==> src/rtl/hazard_pkg.sv <==
// hazard_pkg: shared constants, shadow-entry type and helper functions for
// the pipeline hazard (stall/forwarding) controller.
package hazard_pkg;

  // Widest register address a shadow entry can hold.
  localparam int SHADOW_REG_W = 5;

  localparam logic [1:0] TNEW_NONE = 2'd3;
  localparam logic [1:0] TUSE_NONE = 2'd3;

  localparam logic [1:0] FWD_RF = 2'd0;
  localparam logic [1:0] FWD_E  = 2'd1;
  localparam logic [1:0] FWD_M  = 2'd2;
  localparam logic [1:0] FWD_W  = 2'd3;

  typedef struct packed {
    logic [SHADOW_REG_W-1:0] dst;
    logic [1:0]              tnew;
    logic [SHADOW_REG_W-1:0] rs;
    logic [SHADOW_REG_W-1:0] rt;
  } shadow_t;

  // Bubble: no destination, no pending result, no sources.
  localparam shadow_t SHADOW_EMPTY = '{
    dst:  {SHADOW_REG_W{1'b0}},
    tnew: TNEW_NONE,
    rs:   {SHADOW_REG_W{1'b0}},
    rt:   {SHADOW_REG_W{1'b0}}
  };

  // One cycle closer to the result; 0 and 3 (no write) are sticky.
  function automatic logic [1:0] tnew_dec(input logic [1:0] t);
    logic [1:0] r;
    case (t)
      2'd1:    r = 2'd0;
      2'd2:    r = 2'd1;
      default: r = t;
    endcase
    return r;
  endfunction

  // Entry produces register r and its value already exists.
  function automatic logic fwd_hit(input logic [SHADOW_REG_W-1:0] r,
                                   input shadow_t ent);
    return (r != {SHADOW_REG_W{1'b0}}) && (ent.dst == r) && (ent.tnew == 2'd0);
  endfunction

  // Entry produces register r later than the consumer needs it.
  function automatic logic stall_hit(input logic [SHADOW_REG_W-1:0] r,
                                     input logic [1:0] tuse,
                                     input shadow_t ent);
    return (tuse != TUSE_NONE) && (r != {SHADOW_REG_W{1'b0}}) &&
           (ent.dst == r) && (ent.tnew != TNEW_NONE) && (ent.tnew > tuse);
  endfunction

  // D-stage operand source, youngest ready producer first.
  function automatic logic [1:0] fwd_sel_d(input logic [SHADOW_REG_W-1:0] r,
                                           input shadow_t e,
                                           input shadow_t m,
                                           input shadow_t w);
    logic [1:0] sel;
    if (fwd_hit(r, e))      sel = FWD_E;
    else if (fwd_hit(r, m)) sel = FWD_M;
    else if (fwd_hit(r, w)) sel = FWD_W;
    else                    sel = FWD_RF;
    return sel;
  endfunction

  // E-stage operand source: M before W.
  function automatic logic [1:0] fwd_sel_e(input logic [SHADOW_REG_W-1:0] r,
                                           input shadow_t m,
                                           input shadow_t w);
    logic [1:0] sel;
    if (fwd_hit(r, m))      sel = FWD_M;
    else if (fwd_hit(r, w)) sel = FWD_W;
    else                    sel = FWD_RF;
    return sel;
  endfunction

endpackage

==> src/rtl/hazard_stage_reg.sv <==
// hazard_stage_reg: one shadow-pipeline entry (E, M or W). Loads the entry
// from the previous stage each cycle, optionally counting tnew down, or
// takes a bubble.
module hazard_stage_reg
  import hazard_pkg::*;
(
  input  logic    clk,
  input  logic    reset,
  input  logic    bubble,
  input  logic    dec,
  input  shadow_t d,
  output shadow_t q
);

  // Advance the entry: clear on reset or bubble, otherwise load with countdown
  always_ff @(posedge clk) begin
    if (reset) begin
      q <= SHADOW_EMPTY;
    end else if (bubble) begin
      q <= SHADOW_EMPTY;
    end else begin
      q.dst  <= d.dst;
      q.rs   <= d.rs;
      q.rt   <= d.rt;
      q.tnew <= dec ? tnew_dec(d.tnew) : d.tnew;
    end
  end

endmodule

==> src/rtl/hazard_unit.sv <==
// hazard_unit: stall and forwarding controller for the five-stage pipeline.
// Keeps a shadow E/M/W pipeline of destination + remaining-Tnew and decides
// stall and forwarding selects combinationally from the D-stage codes.
// Optional build macro HAZARD_STATS_EN adds a 32-bit stall-cycle counter
// output stall_cnt.
module hazard_unit
  import hazard_pkg::*;
#(
  parameter int REG_W = 5
) (
  input  logic             clk,
  input  logic             reset,
  input  logic [REG_W-1:0] rs_d,
  input  logic [REG_W-1:0] rt_d,
  input  logic [1:0]       tuse_rs,
  input  logic [1:0]       tuse_rt,
  input  logic [1:0]       tnew_d,
  input  logic [REG_W-1:0] dst_d,
  output logic             stall,
  output logic [1:0]       fwd_rs_d,
  output logic [1:0]       fwd_rt_d,
  output logic [1:0]       fwd_rs_e,
  output logic [1:0]       fwd_rt_e,
  output logic             fwd_rt_m
`ifdef HAZARD_STATS_EN
  ,
  output logic [31:0]      stall_cnt
`endif
);

  shadow_t                 ent_d;
  shadow_t                 ent_e;
  shadow_t                 ent_m;
  shadow_t                 ent_w;
  logic [SHADOW_REG_W-1:0] rs_x;
  logic [SHADOW_REG_W-1:0] rt_x;
  logic                    stall_rs;
  logic                    stall_rt;
  logic                    unused_bits;

  // Bring the D-stage fields into shadow-entry form
  always_comb begin
    rs_x       = SHADOW_REG_W'(rs_d);
    rt_x       = SHADOW_REG_W'(rt_d);
    ent_d.dst  = SHADOW_REG_W'(dst_d);
    ent_d.tnew = tnew_d;
    ent_d.rs   = rs_x;
    ent_d.rt   = rt_x;
  end

  // E takes D (or a bubble while D stalls); tnew is counted from E entry
  hazard_stage_reg u_stage_e (
    .clk    (clk),
    .reset  (reset),
    .bubble (stall),
    .dec    (1'b0),
    .d      (ent_d),
    .q      (ent_e)
  );

  hazard_stage_reg u_stage_m (
    .clk    (clk),
    .reset  (reset),
    .bubble (1'b0),
    .dec    (1'b1),
    .d      (ent_e),
    .q      (ent_m)
  );

  hazard_stage_reg u_stage_w (
    .clk    (clk),
    .reset  (reset),
    .bubble (1'b0),
    .dec    (1'b1),
    .d      (ent_m),
    .q      (ent_w)
  );

  // Stall when an E or M producer cannot deliver before D's operand is used
  always_comb begin
    stall_rs = stall_hit(rs_x, tuse_rs, ent_e) | stall_hit(rs_x, tuse_rs, ent_m);
    stall_rt = stall_hit(rt_x, tuse_rt, ent_e) | stall_hit(rt_x, tuse_rt, ent_m);
    stall    = stall_rs | stall_rt;
  end

  // Forwarding selects for the D, E and M operand consumers
  always_comb begin
    fwd_rs_d = fwd_sel_d(rs_x, ent_e, ent_m, ent_w);
    fwd_rt_d = fwd_sel_d(rt_x, ent_e, ent_m, ent_w);
    fwd_rs_e = fwd_sel_e(ent_e.rs, ent_m, ent_w);
    fwd_rt_e = fwd_sel_e(ent_e.rt, ent_m, ent_w);
    fwd_rt_m = fwd_hit(ent_m.rt, ent_w);
  end

  // Source fields that travel with the entry but have no consumer in M/W
  assign unused_bits = ^{ent_m.rs, ent_w.rs, ent_w.rt};

`ifdef HAZARD_STATS_EN
  // Count stalled cycles, wrapping at 2^32
  always_ff @(posedge clk) begin
    if (reset) begin
      stall_cnt <= 32'd0;
    end else if (stall) begin
      stall_cnt <= stall_cnt + 32'd1;
    end else begin
      stall_cnt <= stall_cnt;
    end
  end
`endif

endmodule
==> config.mk <==
export PLATFORM = sky130hd
export DESIGN_NAME = hazard_unit
export DESIGN_NICKNAME = d
export VERILOG_FILES = /design/src/rtl/hazard_pkg.sv /design/src/rtl/hazard_stage_reg.sv /design/src/rtl/hazard_unit.sv
export SDC_FILE = /design/constraint.sdc
export NUM_CORES = 1
export LEC_CHECK = 0
export ABC_AREA = 1
export CAP_MARGIN = 20
export CELL_PAD_IN_SITES_DETAIL_PLACEMENT = 1
export CELL_PAD_IN_SITES_GLOBAL_PLACEMENT = 2
export CORE_UTILIZATION = 32
export CTS_BUF_LIST = sky130_fd_sc_hd__clkbuf_4 sky130_fd_sc_hd__clkbuf_8 sky130_fd_sc_hd__clkbuf_16
export CTS_CLUSTER_DIAMETER = 60
export DETAILED_ROUTE_END_ITERATION = 7
export PLACE_DENSITY_LB_ADDON = 0.1
export SLEW_MARGIN = 20
export SYNTH_ARGS = -nofsm -noshare
export SYNTH_HDL_FRONTEND = slang
export SYNTH_SLANG_ARGS = --single-unit
==> constraint.sdc <==
create_clock -name clk -period 2.32 [get_ports clk]
set_input_delay 0.232 -clock clk [delete_from_list [all_inputs] [get_ports clk]]
set_output_delay 0.232 -clock clk [all_outputs]
set_load 0.01 [all_outputs]
==> impl_metrics.py <==
metrics = {
    "status": {
        "status": "complete, but fails checks",
        "violations": "design-rule violations",
    },
    "pwr": {
        "p_leak_nw": 1.492,
        "finalPower_w": 0.001548,
        "max-vdd-ir-drop_mv": 0.2771,
        "p_per_area_nw_per_um2": 529.9,
    },
    "clock_network": {
        "cts_sinks": 36,
        "clk_latency_ns": 0.30,
        "cts_tree": "yes",
        "cts_setup_buffers": 0,
        "cts_max_level": 2,
        "hold_buffers": 0,
        "cts.path.max_buffers": 2,
        "clk_pin_slew_worst_paths_ns": 0.08,
        "clockRootBuffer": "clkbuf_8",
        "cts_buffers": 5,
    },
    "detailed_routing": {
        "dr.pass1.iters": 6,
        "wire_per_inst_um": 15.00,
        "vias": 2222,
        "via_per_inst": 4.841,
        "drc": 2,
        "drt_wl_total_um": 6883,
        "ant_nets": 0,
        "drt_iter0_drc": 67,
    },
    "floorplan": {
        "die_w_um": 84.22,
        "fp-row-count": 29,
        "dieArea_um2": 7093,
        "start_util_pct": 33.68,
        "die_h_um": 84.22,
        "core_area_um2": 6422,
        "io_pins": 33,
    },
    "yosys": {
        "ys_ff_latch": 36,
        "synth.avg_cell_area_um2": 6.782,
        "synth.top_cell.area_share_pct": 33.31,
        "synth_cell_type_count": 27,
        "ys_top_cells_by_area": "dfxtp_1, nand2_1, inv_1",
        "synth_nets": 350,
        "synth_warnings": 0,
        "postSynthCellCount": 319,
        "synth_top_area_cell": "dfxtp_1",
        "seq_area_frac_synth_pct": 33.31,
        "syn_area_um2": 2163,
    },
    "global_routing": {
        "grt_max_degree": 18,
        "antenna_found_initial": 0,
        "overflow": 0,
        "grt_pass1_vias": 2295,
        "grt_pass1_wl_um": 11390,
        "grtUsageTotal_pct": 21.05,
    },
    "placed_design": {
        "hpwlAfterDp_um": 5472,
        "globalplace.congestion": 0.8049,
        "io_buffer_count": 32,
    },
    "timing": {
        "fmax_ghz": 0.4615,
        "period_minus_slack_ns": 2.167,
        "clock_skew_ns": 0.009424,
        "whs_ns": 0.2920,
        "slew_headroom_pct": 80.63,
        "period_share_pct": 93.41,
        "finalMaxSlewViolations": 0,
        "setup_violations": 0,
        "tightest_slew_ns": 0.2905,
        "final_hold_viol_count": 0,
        "rsz0062_at_grt": "false",
    },
    "worst_setup_path": {
        "cpPeakStageDelay_ns": 0.52,
        "cp_cell_sequence": "buf_4 > xor2_1 > nor3_1 > nand2_1 > nand2_1 > clkdlybuf4s50_1",
        "cp.required_ns": 2.09,
        "cp.arrival_ns": 1.94,
        "critPathLaunchType": "register",
        "end_kind": "output port",
        "path_max_fanout": 4,
        "slowest_stage": "clkdlybuf4s50_1",
        "crit_type": "register to output port",
        "cp_common_cell": "nand2_1",
    },
    "layout": {
        "layout_commonest_cell": "nand2_1",
        "area.growth.synth_to_final_pct": 35.05,
        "final_layout_size_suffix_gt1_share_pct": 18.85,
        "mostFrequentLayoutCells": "nand2_1, inv_1, nor2_1",
        "diodes": 0,
        "nets": 412,
    },
    "min_path": {
        "min_path_type": "input port to register",
    },
    "job": {
        "cap_violations": 0,
    },
}
where the power goes:
part           leakage, nW  switching, W  internal [W]
Sequential           0.301     0.0000365      0.000650
Clock               0.0541      0.000251      0.000318
Combinational         1.14      0.000154      0.000139
Total                 1.49      0.000441       0.00111
sequential cells by signal, indices dropped and copies added, names as in the netlist:
register     count
u_stage_e.q     17
u_stage_m.q     12
u_stage_w.q      7
kinds of logic after synthesis:
kind of cell               after synthesis  synth area share (%)
AOI/OAI and AO/OA                       33                 9.659
xor gates and xnor gates                20                 8.097
adders and majority gates                8                 4.627
buffers and inverters                   67                 12.15
DFF                                     36                 33.31
and+or+nand+nor                        155                 32.16
synthesized netlist by cell type, drive strengths merged:
library cell,number
nand3,13
dfxtp,36
inv,61
a21oi,9
xnor2,12
or2,3
a21boi,1
nor2,56
nand3b,1
clkbuf,5
o21ai,6
o2111ai,1
o22ai,9
nand4,8
a221oi,5
nor3,11
o221ai,2
nand2,63
ha,8
xor2,8
buf,1
final cells by class:
type	count	area, um^2
fillers	836	3501
multi-input cells	216	1206
flip-flops and latches	36	729.5
repair buffers	61	549.3
inverters	61	229.0
well taps	77	96.34
clock buffers	5	68.82
clock inverters	3	42.54
what timing repair did:
action	CTS	global route
resized for setup	13	16
gates cloned	0	0
endpoints found under the setup margin	8	8
pin swaps	3	4
endpoints found under the hold margin	0	0
path summary, 6_finish.rpt:
check                  startpoint              end  slack, ns  depth (start not counted)
hold reg to reg   u_stage_e.q[13]  u_stage_m.q[13]       0.47                          2
hold / removal            rs_d[2]   u_stage_e.q[7]       0.29                          3
setup / recovery  u_stage_m.q[14]      fwd_rt_e[1]       0.15                          6
setup reg to reg  u_stage_m.q[11]   u_stage_e.q[7]       0.54                         11
worst max-delay path: cells and delay by family, from the launching register on:
kind,cells,cell delay (ns)
XOR/XNOR,1,0.16
buffers and inverters,2,0.68
flip-flops,1,0.36
AND/OR/NAND/NOR,3,0.43
per-stage QoR:
| stage | area (um^2) | utilization (%) | std cells | worst slack, ns | TNS (ns) |
|---|---|---|---|---|---|
| 5_1_grt | 2922 | 45.49 | 459 | 0.0002021 | 0 |
| 4_1_cts | 2883 | 44.89 | 459 | 0.001123 | 0 |
| 6_report | 2922 | 45.49 | 459 | 0.1530 | 0 |
| 3_5_place_dp | 2764 | 43.04 | 451 | -0.1249 | -0.2761 |
| 3_3_place_gp | 2764 | 43.04 | 451 | -0.07329 | -0.1899 |
| 2_1_floorplan | 2163 | - | 319 | 0.8752 | 0 |
layer usage:
metal  vias up  GRT usage [%]  share of wire, %
li1       1133              -                 -
met1      1039          26.51                46
met2        39          35.92                48
met3        11          3.343               3.6
met4         0          8.464               2.4
met5         -              0                 0
Power figures use the tool's default switching activity.
